--- src/rtl/lcd_timing_pkg.sv ---
// Panel timing sets and pixel width shared by the LCD scan logic.
// The 800x480 set is the default; the 480x272 set suits the small panel.
package lcd_timing_pkg;

  localparam int LCD_WIDTH = 24;
  localparam int CNT_W     = 11;
  localparam int CNT_MAX   = (1 << CNT_W) - 1;

  localparam int P800_H_SYNC  = 128;
  localparam int P800_H_BACK  = 88;
  localparam int P800_H_DISP  = 800;
  localparam int P800_H_FRONT = 40;
  localparam int P800_V_SYNC  = 2;
  localparam int P800_V_BACK  = 33;
  localparam int P800_V_DISP  = 480;
  localparam int P800_V_FRONT = 10;

  localparam int P480_H_SYNC  = 41;
  localparam int P480_H_BACK  = 2;
  localparam int P480_H_DISP  = 480;
  localparam int P480_H_FRONT = 2;
  localparam int P480_V_SYNC  = 10;
  localparam int P480_V_BACK  = 2;
  localparam int P480_V_DISP  = 272;
  localparam int P480_V_FRONT = 2;

endpackage

--- src/rtl/lcd_timing_driver.sv ---
// Raster counters for a parallel-RGB panel: sync/DE generation plus
// pixel coordinate requests issued one cycle ahead of data enable.
module lcd_timing_driver
  import lcd_timing_pkg::*;
#(
  parameter int H_SYNC  = P800_H_SYNC,
  parameter int H_BACK  = P800_H_BACK,
  parameter int H_DISP  = P800_H_DISP,
  parameter int H_FRONT = P800_H_FRONT,
  parameter int V_SYNC  = P800_V_SYNC,
  parameter int V_BACK  = P800_V_BACK,
  parameter int V_DISP  = P800_V_DISP,
  parameter int V_FRONT = P800_V_FRONT,
  parameter int WIDTH   = LCD_WIDTH
) (
  input  logic             lcd_pclk,
  input  logic             rst_n,
  input  logic [WIDTH-1:0] pixel_data,
  output logic [10:0]      pixel_xpos,
  output logic [10:0]      pixel_ypos,
  output logic [10:0]      h_disp,
  output logic [10:0]      v_disp,
  output logic             lcd_hs,
  output logic             lcd_vs,
  output logic             lcd_de,
  output logic [WIDTH-1:0] lcd_rgb,
  output logic             lcd_bl,
  output logic             lcd_clk,
  output logic             frame_start
);

  localparam int H_TOTAL = H_SYNC + H_BACK + H_DISP + H_FRONT;
  localparam int V_TOTAL = V_SYNC + V_BACK + V_DISP + V_FRONT;

  if (H_TOTAL > CNT_MAX || V_TOTAL > CNT_MAX ||
      H_SYNC + H_BACK < 2 || V_SYNC + V_BACK < 1) begin : g_bad_timing
    $error("lcd_timing_driver: timing does not fit 11-bit counters");
  end

  localparam logic [10:0] H_LAST   = 11'(H_TOTAL - 1);
  localparam logic [10:0] V_LAST   = 11'(V_TOTAL - 1);
  localparam logic [10:0] HS_END   = 11'(H_SYNC);
  localparam logic [10:0] VS_END   = 11'(V_SYNC);
  localparam logic [10:0] DE_BEG   = 11'(H_SYNC + H_BACK);
  localparam logic [10:0] DE_END   = 11'(H_SYNC + H_BACK + H_DISP);
  localparam logic [10:0] REQ_BEG  = 11'(H_SYNC + H_BACK - 1);
  localparam logic [10:0] REQ_END  = 11'(H_SYNC + H_BACK + H_DISP - 1);
  localparam logic [10:0] X_OFS    = 11'(H_SYNC + H_BACK - 2);
  localparam logic [10:0] ACT_BEG  = 11'(V_SYNC + V_BACK);
  localparam logic [10:0] ACT_END  = 11'(V_SYNC + V_BACK + V_DISP);
  localparam logic [10:0] Y_OFS    = 11'(V_SYNC + V_BACK - 1);

  logic [10:0] h_cnt_q, h_cnt_d;
  logic [10:0] v_cnt_q, v_cnt_d;
  logic        bl_q;
  logic        h_wrap;
  logic        act_line;
  logic        data_req;

  assign h_wrap = (h_cnt_q == H_LAST);

  always_comb begin
    h_cnt_d = h_wrap ? 11'd0 : h_cnt_q + 11'd1;
    v_cnt_d = v_cnt_q;
    if (h_wrap) begin
      v_cnt_d = (v_cnt_q == V_LAST) ? 11'd0 : v_cnt_q + 11'd1;
    end
  end

  always_ff @(posedge lcd_pclk or negedge rst_n) begin
    if (!rst_n) begin
      h_cnt_q <= '0;
      v_cnt_q <= '0;
      bl_q    <= 1'b0;
    end else begin
      h_cnt_q <= h_cnt_d;
      v_cnt_q <= v_cnt_d;
      bl_q    <= 1'b1;
    end
  end

  // Decode stays combinational so the request leads DE by exactly one pclk.
  assign act_line = (v_cnt_q >= ACT_BEG) && (v_cnt_q < ACT_END);
  assign data_req = act_line && (h_cnt_q >= REQ_BEG) && (h_cnt_q < REQ_END);

  assign lcd_hs      = (h_cnt_q >= HS_END);
  assign lcd_vs      = (v_cnt_q >= VS_END);
  assign lcd_de      = act_line && (h_cnt_q >= DE_BEG) && (h_cnt_q < DE_END);
  assign pixel_xpos  = data_req ? h_cnt_q - X_OFS : 11'd0;
  assign pixel_ypos  = act_line ? v_cnt_q - Y_OFS : 11'd0;
  assign h_disp      = 11'(H_DISP);
  assign v_disp      = 11'(V_DISP);
  assign lcd_rgb     = lcd_de ? pixel_data : '0;
  assign lcd_bl      = bl_q;
  assign lcd_clk     = lcd_pclk;
  assign frame_start = (h_cnt_q == 11'd0) && (v_cnt_q == 11'd0);

endmodule

--- config.mk ---
export PLATFORM = sky130hd
export DESIGN_NAME = lcd_timing_driver
export DESIGN_NICKNAME = d
export VERILOG_FILES = /design/src/rtl/lcd_timing_pkg.sv /design/src/rtl/lcd_timing_driver.sv
export SDC_FILE = /design/constraint.sdc
export NUM_CORES = 1
export LEC_CHECK = 0
export ABC_AREA = 1
export BUFFER_PORTS_ARGS = -buffer_cell sky130_fd_sc_hd__buf_2
export CAP_MARGIN = 20
export CORE_MARGIN = 2
export CORE_UTILIZATION = 41
export DETAILED_ROUTE_END_ITERATION = 8
export PLACE_DENSITY = 0.69
export SYNTH_ARGS = -nofsm -noshare
export SYNTH_HDL_FRONTEND = slang
export SYNTH_SLANG_ARGS = --single-unit
export TNS_END_PERCENT = 1
--- constraint.sdc ---
create_clock -name lcd_pclk -period 2.45 [get_ports lcd_pclk]
set_clock_uncertainty 0.2 [all_clocks]
set_input_delay 0.49 -clock lcd_pclk [delete_from_list [all_inputs] [get_ports lcd_pclk]]
set_output_delay 0.49 -clock lcd_pclk [all_outputs]
set_load 0.01 [all_outputs]
Word-level counts from Yosys, hierarchy flattened
Cells that the tools add are included.
- register bits after elaboration: 23
- input port bits: 26
- output and inout port bits: 74
- reductions and logical operators: 8
- $lt $le $gt $ge: 8
- multiplexer cells: 5
- eq/ne operators: 2
- add/subtract/negate cells: 4
- operator list (cell ; number):
    $mux W11 ; 4
    $ge A11 B8 Y1 const B ; 3
    $lt A11 B10 Y1 const B ; 3
    $mux W24 ; 1
    $add A11 B1 Y11 const B ; 2
    $logic_not A11 Y1 ; 2
    $eq A11 B10 Y1 const B ; 1
    $eq A11 B11 Y1 const B ; 1
    $ge A11 B2 Y1 const B ; 1
    $ge A11 B6 Y1 const B ; 1
    $sub A11 B6 Y11 const B ; 1
    $sub A11 B8 Y11 const B ; 1
    $logic_and A1 B1 Y1 ; 6

Depth between registers and ports, before layout
Gate-level depths: netlist of the first run.
- word-level depth: 5
- gate-level depth with buffers: 11
- gate-level depth less buffers: 10

==> results of run 1 <==
==> cells by family after synthesis <==
| group | share of synthesized area (%) |
|---|---|
| buf+inv | 21.5 |
| fa+ha+maj | 4.23 |
| other cells | 0.282 |
| compound gates | 4.37 |
| xor+xnor | 6.91 |
| flops | 21.6 |
| simple gates | 41.1 |
==> final cells by class <==
| class | instances | area [µm²] |
|---|---|---|
| sequential | 23 | 586 |
| timing repair buffer | 98 | 752 |
| inverter | 66 | 253 |
| multi-input combinational | 275 | 1710 |
| clock inverter | 1 | 7.51 |
| clock buffer | 7 | 87.6 |
| tap | 77 | 96.3 |
| fill | 594 | 2820 |
==> cell usage after synthesis (all sizes together) (3+ instances only) <==
cell type,count
a21oi,3
nor2,84
ha,9
nor3,7
dfrtp,23
inv,66
nand3,29
buf,37
nand4,6
xor2,20
o21ai,15
nand2,72
==> power by group through the flow <==
stage | logic, µW | clock network [µW] | registers, µW
floorplan | 57.1 | 33.6 | 388
finish | 65.6 | 416 | 380
detailed placement | 62.3 | 24.7 | 388
global placement | 61.6 | 24.7 | 388
global route | 72.3 | 446 | 381
CTS | 63.9 | 429 | 380
==> sequential cells by signal (all words and copies together), names as in the netlist <==
register  flops
h_cnt_q      11
lcd_bl        1
v_cnt_q      11
==> layer usage <==
metal | vias up | global-route usage [%] | share of wire (%) | routed length (µm)
met5 | - | 0 | 0 | 0
met4 | 0 | 6.49 | 1.4 | 93
met3 | 10 | 3.15 | 6.9 | 467
met2 | 116 | 30.6 | 48 | 3240
met1 | 1135 | 23.5 | 44 | 2950
li1 | 1277 | - | - | -
==> final timing paths <==
| kind | end | slack (ns) | depth (start not counted) |
|---|---|---|---|
| max in group asynchronous | v_cnt_q[5] | 1.19 | 2 |
| min | h_cnt_q[0] | 0.32 | 1 |
| max reg2reg | v_cnt_q[4] | 0.62 | 6 |
| max | lcd_rgb[7] | -0.25 | 10 |
| min reg2reg | h_cnt_q[0] | 0.32 | 1 |
| min in group asynchronous | v_cnt_q[3] | 0.43 | 2 |
==> worst register-to-register path, cell delays in order, from the launching register on <==
cell                      delay, ns
sky130_fd_sc_hd__dfrtp_2       0.45
sky130_fd_sc_hd__buf_4         0.17
sky130_fd_sc_hd__inv_1         0.10
sky130_fd_sc_hd__nor3_1        0.22
sky130_fd_sc_hd__nand4_1       0.31
sky130_fd_sc_hd__nand4_1       0.15
sky130_fd_sc_hd__o21ai_0       0.10
==> stage by stage <==
stage	total power (µW)	area, µm²
2_1_floorplan	479	2740
3_3_place_gp	474	3080
3_5_place_dp	475	3080
4_1_cts	873	3330
5_1_grt	899	3490
6_report	863	3490
==> what timing repair did <==
action	CTS	global route
gates resized for setup	34	29
hold buffers	1	0
endpoints found under the setup margin	48	48
cloned	0	2
endpoints found under the hold margin	23	0
buffers inserted	1	0
pin swaps	1	7
==> results summary, run 1 <==
The run finished, with violations left. The final reports fail on negative setup slack. In the synthesized netlist the dominant register cell turns out to be sky130_fd_sc_hd__dfrtp_1. The placed cell count came out at roughly 540.

In this run the worst path has a maximum fanout of 7. The count of buffer and inverter cells on the critical path came out at 2. The library cell used most frequently in the layout, excluding fill and tap cells, is sky130_fd_sc_hd__nand2_1. The tool flagged a number of max-cap violations equal to 0. For this block, the initial DRC count from the detailed router was 86. The synthesized netlist occupies a cell area of 2660 µm². The area added between synthesis and finish came out at 31.2%. The count of final max-slew check failures is 0. The later-pin clock latency in the skew report is 0.39 ns. The average via count per standard cell is 4.64.

Per report_power, the combinational group accounts for ~7.6% of the total. Walking the worst path, the cells encountered are ha_4 -> nand2_4 -> nand2_2 -> nand2_2 -> nand3_2 -> nor2_4 -> nand2_4 -> clkbuf_16 -> nor2_4 -> buf_6. IR analysis of the VDD net gives a maximum drop of ~0.29 mV. The routed length per instance is approximately 12 µm. The count of antenna diodes in the layout is 0. The number of global-route vias before repair is 2356. The non-filler instance count after layout came out at 547. Among cell families on the critical path, the largest total delay comes from simple AND/OR/NAND/NOR gates. During synthesis, Yosys emitted a total of 0 warnings. The setup TNS came out at -9.61 ns. The power density over cell area came out at 247 nW/µm². The sequential fraction of the synthesis area is 21.6%.

After detailed routing, the total wire length is ~6800 µm. The number of setup violations in the final report is 48. The share of post-route cells with drive strength above 1 is 41.3%. The worst setup path is launched from a flip-flop. The setup slack at placement is 0.144 ns.

The post-synthesis average cell area is roughly 7 µm². Yosys mapped a number of flops with a built-in enable equal to 0. The maximum cell stage delay along the critical path came out at 0.50 ns. sky130_fd_sc_hd__dfrtp_1 takes more of the synthesized area than any other cell.

The highest achievable clock rate came out at 370 MHz. Net switching is 27.0% of the power. The sequential power share came out at 44.1%. The register clock-pin slew on the reported worst setup and hold paths is around 0.10 ns. The number of port buffers came out at 77. The top cell types in the final layout, fill and taps aside, are sky130_fd_sc_hd__nand2_1 (62), sky130_fd_sc_hd__inv_1 (57), sky130_fd_sc_hd__buf_2 (56). The final cell utilization of the core is between 50% and 60%. Setup repair after global routing could not meet its margin everywhere. The net load switching power is around 230 µW. The area of the die came out at 7150 µm². Entering global routing, the biggest net connects 24 pins. The weighted congestion at the end of routability-driven global placement came out at approximately 0.94. The final routed DRC violation total came out at 0. In this run the tightest slew margin relative to its limit is 60.9%. The type of the worst setup path is flip-flop to output port.

The net count of the finished layout is approximately 510. The analysis attributes to cell leakage a power of 0.00203 µW. The arrival time at the worst endpoint is approximately 2 ns. The detailed placer's ending HPWL is approximately 5000 µm. The remaining global-route overflow came out at 0. The worst register-to-register path begins at v_cnt_q[9]. After synthesis, the share of flip-flops with an asynchronous set or reset is 100%. The worst setup path is captured at an output port. The area of the core is 6310 µm². The synthesized instance count came out at 380. The type of the tightest min-delay check is flip-flop to flip-flop. The slew at the pin closest to its max-slew limit is 0.587 ns. The first global-routing pass estimated around 11000 µm of wire. The hold violation count in the final report is 0. The part of the power in the clock network is 48.3%.

The startpoint of the worst setup timing path is v_cnt_q[1]. The final critical delay including setup and external delays came out at 2.70 ns. The number of iterations in the first detailed-routing pass is 4. The final worst-path setup slack came out at -0.250 ns. The fraction of post-synthesis cell area in the top cell type by area is a little over a fifth. The height of the chip came out at 84.6 µm.

The detail route stage leaves a number of antenna-violating nets equal to 0. The number of placement rows came out at 29. The number of distinct library cells after synthesis came out at 29. The design internal power came out at about 630 µW.

TritonCTS built the clock tree. The width of the die is roughly 85 µm. The post-route fraction of the period consumed by the critical path came out at 110%. The minimum hold slack came out at 0.323 ns. Yosys attributes the largest share of cell area to sky130_fd_sc_hd__dfrtp_1 (22%), sky130_fd_sc_hd__nor2_4 (10%), sky130_fd_sc_hd__nand2_1 (9.6%). During I/O placement, the number of pins put on the boundary was 100. The required time of the worst setup path is approximately 1.8 ns.

The slowest stage of the critical path is the sky130_fd_sc_hd__dfrtp_2 cell. In the global route stage, overall resource usage came out at 18.2%. Synthesis inferred 23 register bits. The starting density of the core is a little over two fifths. The routed layout has 2538 vias. The number of antenna violations at the first check in global routing came out at 0. The critical hold path startpoint is h_cnt_q[0].
Note: power is estimated with default switching activity, not from simulation.
==> run 2, diff against run 1 <==
Settings changed: CORE_UTILIZATION 41 to 50, PLACE_DENSITY 0.69 to 0.81.
==> results summary, run 2 (same netlist as run 1, synthesis figures left out) <==
The area of the die is 5930 µm² (-17%). The number of port buffers is 77 (unchanged). The share of post-route cells with drive strength above 1 came out at 40.0% (-1.3 points). The number of iterations in the first detailed-routing pass came to 5 (+1). The final cell utilization of the core is 66.1% (+11 points). The number of setup violations in the final report is 48 (unchanged). The largest net degree at the start of global routing is 24 (unchanged).

In the layout the commonest cells are sky130_fd_sc_hd__buf_2 (66), sky130_fd_sc_hd__nand2_1 (62), sky130_fd_sc_hd__inv_1 (57). The final routed DRC violation total is 0 (unchanged). The hold violation count in the final report is 0 (unchanged).

The maximum fanout encountered on the critical timing path is 6 (-1). The remaining max-slew budget at the tightest pin is 63.6% (+2.7 points). The final critical delay including setup and external delays came out at 2.74 ns (+0.0415 ns). The clock tree from TritonCTS is done. The routed length per instance was 12.3 µm (-0.14%).

The number of nets in the finished design is 506 (unchanged). The maximum vdd drop came out at 0.351 mV (+21%). The setup TNS is -10.88 ns (-1.28 ns). The register clock-pin slew on the reported worst setup and hold paths is 0.09 ns (about the same). The via count was 2569 (+1.2%). The number of placement rows is 26 (-10%). The setup slack of the worst register-to-register path came out at 0.62 ns (about the same).

The number of global-route vias before repair came out at 2356 (unchanged). The count of final max-slew check failures came out at 0 (unchanged). The DRC violation total after the first TritonRoute iteration came out at 141 (+64%). The post-route fraction of the period consumed by the critical path came out at 112% (+1.7 points).

The leakage power came to 0.00198 µW (-2.1%). The slew at the pin closest to its max-slew limit came out at 0.546 ns (-0.0405 ns). The highest achievable clock rate came out at 365 MHz (-1.5%). The detailed placer's ending HPWL is 4840 µm (-3.4%). The total global-route track usage is 21.6% (+3.4 points).

By startpoint and endpoint, the worst setup path is classified as flip-flop to output port. The checks that failed: negative setup slack. The required time of the worst setup path is 1.76 ns (about the same). The area of the core is 5110 µm² (-19%). The type of the tightest min-delay check is flip-flop to flip-flop.

The weighted congestion at the end of routability-driven global placement was 0.941 (+0.26%). The final total power is 839 µW (-2.8%). The cell type with the highest occurrence count on the critical path is sky130_fd_sc_hd__nand2_2. The maximum cell stage delay along the critical path is 0.43 ns (-0.07 ns). The count of antenna diodes in the layout came out at 0 (unchanged).

The starting density of the core is 52.1% (+10 points). The power density over cell area is 249 nW/µm² (+0.62%). Setup repair after global routing could not meet its margin everywhere. Traced cell by cell, the critical path runs through inv_2 -> ha_4 -> nand2_2 -> nand2_2 -> nand2_2 -> nand3_2 -> nor2_4 -> buf_6 -> nand3_4 -> nor2_2 -> buf_2. STA classifies the critical path startpoint as a flip-flop. The height of the chip was 77.0 µm (-9.0%). The minimum hold slack came out at 0.326 ns (+0.00251 ns). Leaving out fill and tap cells, the most frequent cell in the layout is sky130_fd_sc_hd__buf_2.

The wire length of the first global-routing pass is 10600 µm (+0.13%). The flow ran to the end, but the final reports show violations. The width of the die is 77.0 µm (-9.0%). The area added between synthesis and finish is 26.7%. The remaining global-route overflow is 0 (unchanged). The average via count per standard cell is 4.76 (+2.5%). The worst setup path is captured at an output port.

The later-pin clock latency in the skew report is 0.37 ns (-0.02 ns). The final worst-path setup slack is -0.292 ns (-0.0415 ns). The number of antenna violations at the first check in global routing is 0 (unchanged). The arrival time at the worst endpoint was 2.05 ns (+0.04 ns). The cell class contributing the biggest share of worst-path delay is simple AND/OR/NAND/NOR gates. The routed wire length was 6660 µm (-1.4%). The number of nets with antenna violations after detailed routing was 0 (unchanged). The slowest stage of the critical path belongs to the cell sky130_fd_sc_hd__dfrtp_1. The count of buffer and inverter cells on the critical path is 3 (+1).

The total I/O pin count was 100 (unchanged). The max-cap violation count came out at 0 (unchanged).
run 2: changes by cell type in the layout (fill, tap and decap cells not counted), sizes merged:
cell,change
clkinvlp,-1
buf,+1
nand3,+1
clkbuf,-1
run 2: path summary, 6_finish.rpt:
| path | startpoint | to | cells after the start |
|---|---|---|---|
| min in group asynchronous | rst_n | lcd_bl | 2 |
| setup / recovery | v_cnt_q[2] | pixel_xpos[1] | 11 |
| max in group asynchronous | rst_n | v_cnt_q[7] | 2 |
| hold reg to reg | h_cnt_q[0] | h_cnt_q[0] | 1 |
| hold / removal | h_cnt_q[0] | h_cnt_q[0] | 1 |
| setup reg to reg | v_cnt_q[9] | v_cnt_q[4] | 6 |
run 2: metal layers:
| metal | routed length, µm | up-vias | GRT usage, % |
|---|---|---|---|
| li1 | - | 1285 | - |
| met2 | 3300 | 128 | 37.5 |
| met1 | 2730 | 1145 | 26.7 |
| met4 | 65 | 0 | 7.32 |
| met5 | 0 | - | 0 |
| met3 | 559 | 11 | 4.24 |
run 2: repair_timing:
action	CTS	global route
hold buffers	1	0
resized for setup	16	33
hold endpoints to repair	23	0
endpoints found under the setup margin	48	48
setup buffers	3	1
pin swaps	5	6
cloned	2	0
run 2: per-stage QoR:
stage                     worst slack (ns)  instances  instance area [µm²]
final                               -0.292        540                 3370
after global routing                -0.428        540                 3370
after CTS                           -0.232        539                 3230
after detailed placement          -0.00757        526                 3030
after global placement              0.0526        526                 3030
after floorplan                      0.298        401                 2740
run 2: final cells by class:
type | instances | area (µm²)
repair buffers | 97 | 658
well taps | 70 | 87.6
clock buffers | 8 | 91.3
multi-input cells | 276 | 1700
inverters | 66 | 253
flip-flops and latches | 23 | 581
fillers | 451 | 1730
run 2: report_power, final:
group          switching [µW]  total, µW  internal (µW)
sequential              0.130        380            380
clock                     163        394            231
combinational            45.1       64.1           19.0
==> run 3, diff against run 2 <==
Settings changed: CORE_MARGIN 2 to 4.
==> results summary, run 3 (same netlist as run 1, synthesis figures left out) <==
The switching part of the total came to 25.6% (+0.72 points). The type of the tightest min-delay check is flip-flop to flip-flop. The combinational group share of total power came to 7.5% (about the same). The top cell types in the final layout, fill and taps aside, are sky130_fd_sc_hd__buf_2 (66), sky130_fd_sc_hd__nand2_1 (62), sky130_fd_sc_hd__inv_1 (55).

The largest net degree at the start of global routing is 24 (unchanged). The share of post-route cells with drive strength above 1 is 42.9% (+2.9 points). The met3 routing resource usage after global routing came out at 3.77% (-0.47 points). The count of buffer and inverter cells on the critical path came to 2 (-1). The number of placement rows is 26 (unchanged). Setup repair after global routing could not meet its margin everywhere. The area of the core came out at 5140 µm² (+0.64%). The slew at the pin closest to its max-slew limit is 0.541 ns (-0.00540 ns). The maximum cell stage delay along the critical path came out at 0.48 ns (+0.05 ns). The arrival time at the worst endpoint is 1.98 ns (-0.07 ns). The leakage power is 0.00207 µW (+4.5%).

The number of port buffers came out at 77 (unchanged). The net load switching power came out at 216 µW (+3.8%). The final reports fail on negative setup slack. The DRC violation total after the first TritonRoute iteration is 118 (-16%). The height of the chip came out at 81.0 µm (+5.2%). The area of the die is 6560 µm² (+11%). The count of final max-slew check failures came to 0 (unchanged). The cell family contributing the most delay on the critical path is simple AND/OR/NAND/NOR gates. TritonCTS built the clock tree. The later-pin clock latency in the skew report came out at 0.38 ns (about the same). The met1 layer usage reported by global route is 23.9% (-2.8 points).

The part of the power in the clock network is 47.5% (+0.5 points). The number of global-route vias before repair came out at 2348 (-0.34%). The final critical delay including setup and external delays came out at 2.67 ns (-0.0741 ns).

The number of antenna violations at the first check in global routing is 0 (unchanged). The number of cells on the worst hold path is 2 (+1). met2 is the most crowded layer. The sequential power share is 45.0% (-0.3 points). The logic depth of the worst setup path including buffers came to 10 (-1). The met2 demand-to-capacity share in global routing is 33.9% (-3.5 points).

The remaining max-slew budget at the tightest pin is 63.9% (+0.36 points). STA classifies the critical path startpoint as a flip-flop. In this run the worst setup path terminates at lcd_rgb[1]. The register clock-pin slew on the reported worst setup and hold paths is 0.09 ns (about the same). The weighted congestion at the end of routability-driven global placement came to 0.938 (-0.32%).

The remaining global-route overflow was 0 (unchanged). The destination of the worst register-to-register timing path is v_cnt_q[9]. The highest achievable clock rate came out at 375 MHz (+2.8%). The minimum hold slack was 0.372 ns (+0.0463 ns). The total global-route track usage is 19.7% (-1.9 points). The via count came to 2637 (+2.6%). The startpoint of the worst setup timing path is v_cnt_q[1]. The hold violation count in the final report came out at 0 (unchanged).

The required time of the worst setup path came out at 1.76 ns (about the same). The type of the worst setup path is flip-flop to output port. The wire length of the first global-routing pass came out at 10300 µm (-3.3%).

The critical path goes through ha_4 -> nand2_4 -> nand2_1 -> nand2_2 -> nand3_2 -> nor2_4 -> nand2_4 -> buf_12 -> nor2_1 -> buf_2. The commonest non-fill, non-tap cell in the layout is sky130_fd_sc_hd__buf_2. The routed length per instance is 12.6 µm (+1.9%).

The endpoint class of the critical path is an output port. The number of nets in the finished design came to 516 (+2.0%). Counting stages on the worst path, the most repeated cell is sky130_fd_sc_hd__nand2_4. The post-route fraction of the period consumed by the critical path is 109% (-3.0 points). The setup slack of the worst register-to-register path came to 0.66 ns (+0.04 ns). The flow ran to the end, but the final reports show violations. The final routed DRC violation total came out at 0 (unchanged). The final worst-path setup slack came out at -0.218 ns (+0.0741 ns). Among all stages on the critical path, the largest delay is contributed by sky130_fd_sc_hd__dfrtp_2. The logic depth of the worst register-to-register path came out at 6 (unchanged). The total I/O pin count came out at 100 (unchanged). The setup TNS came to -8.04 ns (+2.84 ns). The starting density of the core is 51.8% (-0.33 points). The number of nets with antenna violations after detailed routing is 0 (unchanged). The detailed placer's ending HPWL came out at 4960 µm (+2.4%).

The design internal power is 629 µW (-0.15%). The count of antenna diodes in the layout is 0 (unchanged). The power density over cell area was 241 nW/µm² (-2.9%).

The max-cap violation count is 0 (unchanged). The width of the die came to 81.0 µm (+5.2%). The maximum fanout encountered on the critical timing path came out at 6 (unchanged). The average via count per standard cell came to 4.79 (+0.78%). The maximum vdd drop is 0.329 mV (-6.3%).

The number of iterations in the first detailed-routing pass was 4 (-1). The routed wire length came out at 6910 µm (+3.8%). The number of setup violations in the final report came out at 48 (unchanged). The startpoint identified for the worst register-to-register timing path is v_cnt_q[6]. Compared with the post-synthesis result, the final layout area differs by 31.6%.
[run 3: cell count changes in the layout (fill, tap and decap cells not counted), sizes merged]
cell      change
buf           +9
clkbuf        +1
clkinvlp      +1
nand3         -1
[run 3: area by class of cell]
class | count | area (µm²)
clock buffers | 7 | 87.6
clock inverters | 1 | 7.51
fillers | 398 | 1640
inverters | 66 | 253
multi-input cells | 275 | 1710
flip-flops and latches | 23 | 591
well taps | 70 | 87.6
repair buffers | 108 | 772
[run 3: worst min path at each step]
stage / startpoint / to / slack (ns)
after floorplan: rst_n / h_cnt_q[0] / -0.006
after global placement: h_cnt_q[0] / h_cnt_q[0] / 0.28
after detailed placement: h_cnt_q[0] / h_cnt_q[0] / 0.28
after CTS: h_cnt_q[0] / h_cnt_q[0] / 0.31
after global routing: h_cnt_q[0] / h_cnt_q[0] / 0.39
final: h_cnt_q[0] / h_cnt_q[0] / 0.37
[run 3: worst min-delay path, delay by kind of cell (launching register included)]
kind / cells / cell delay (ns)
and+or+nand+nor: 1 / 0.04
buffers and inverters: 1 / 0.13
DFF: 1 / 0.38
[run 3: layer usage]
layer  share of wire [%]  vias up  wire, µm
met5                   0        -         0
met4                 1.6        0       112
met3                 8.4       11       583
met2                  51      127      3500
met1                  39     1201      2720
li1                    -     1298         -
[run 3: power groups by stage]
stage | combinational (µW) | sequential, µW | clock, µW
2_1_floorplan | 57.1 | 388 | 33.6
3_3_place_gp | 59.8 | 388 | 24.7
3_5_place_dp | 60.6 | 388 | 24.7
4_1_cts | 62.4 | 380 | 414
5_1_grt | 72.0 | 380 | 433
6_report | 63.8 | 380 | 402
[run 3: what timing repair did]
item | in CTS | in global routing
hold buffers | 1 | 0
setup endpoints to repair | 48 | 48
hold endpoints to repair | 23 | 0
buffers inserted | 2 | 10
resized for setup | 8 | 51
cloned | 0 | 2
pin swaps | 1 | 11
[run 3: through the flow]
| stage | cell area (µm²) | cells | setup WS [ns] | total power, µW | util (%) |
|---|---|---|---|---|---|
| 3_3_place_gp | 3060 | 528 | 0.176 | 472 | 59.5 |
| 5_1_grt | 3500 | 550 | -0.321 | 886 | 68.2 |
| 6_report | 3500 | 550 | -0.218 | 846 | 68.2 |
| 2_1_floorplan | 2740 | 401 | 0.298 | 479 | - |
| 3_5_place_dp | 3060 | 528 | 0.134 | 473 | 59.5 |
| 4_1_cts | 3190 | 538 | -0.231 | 857 | 62.1 |
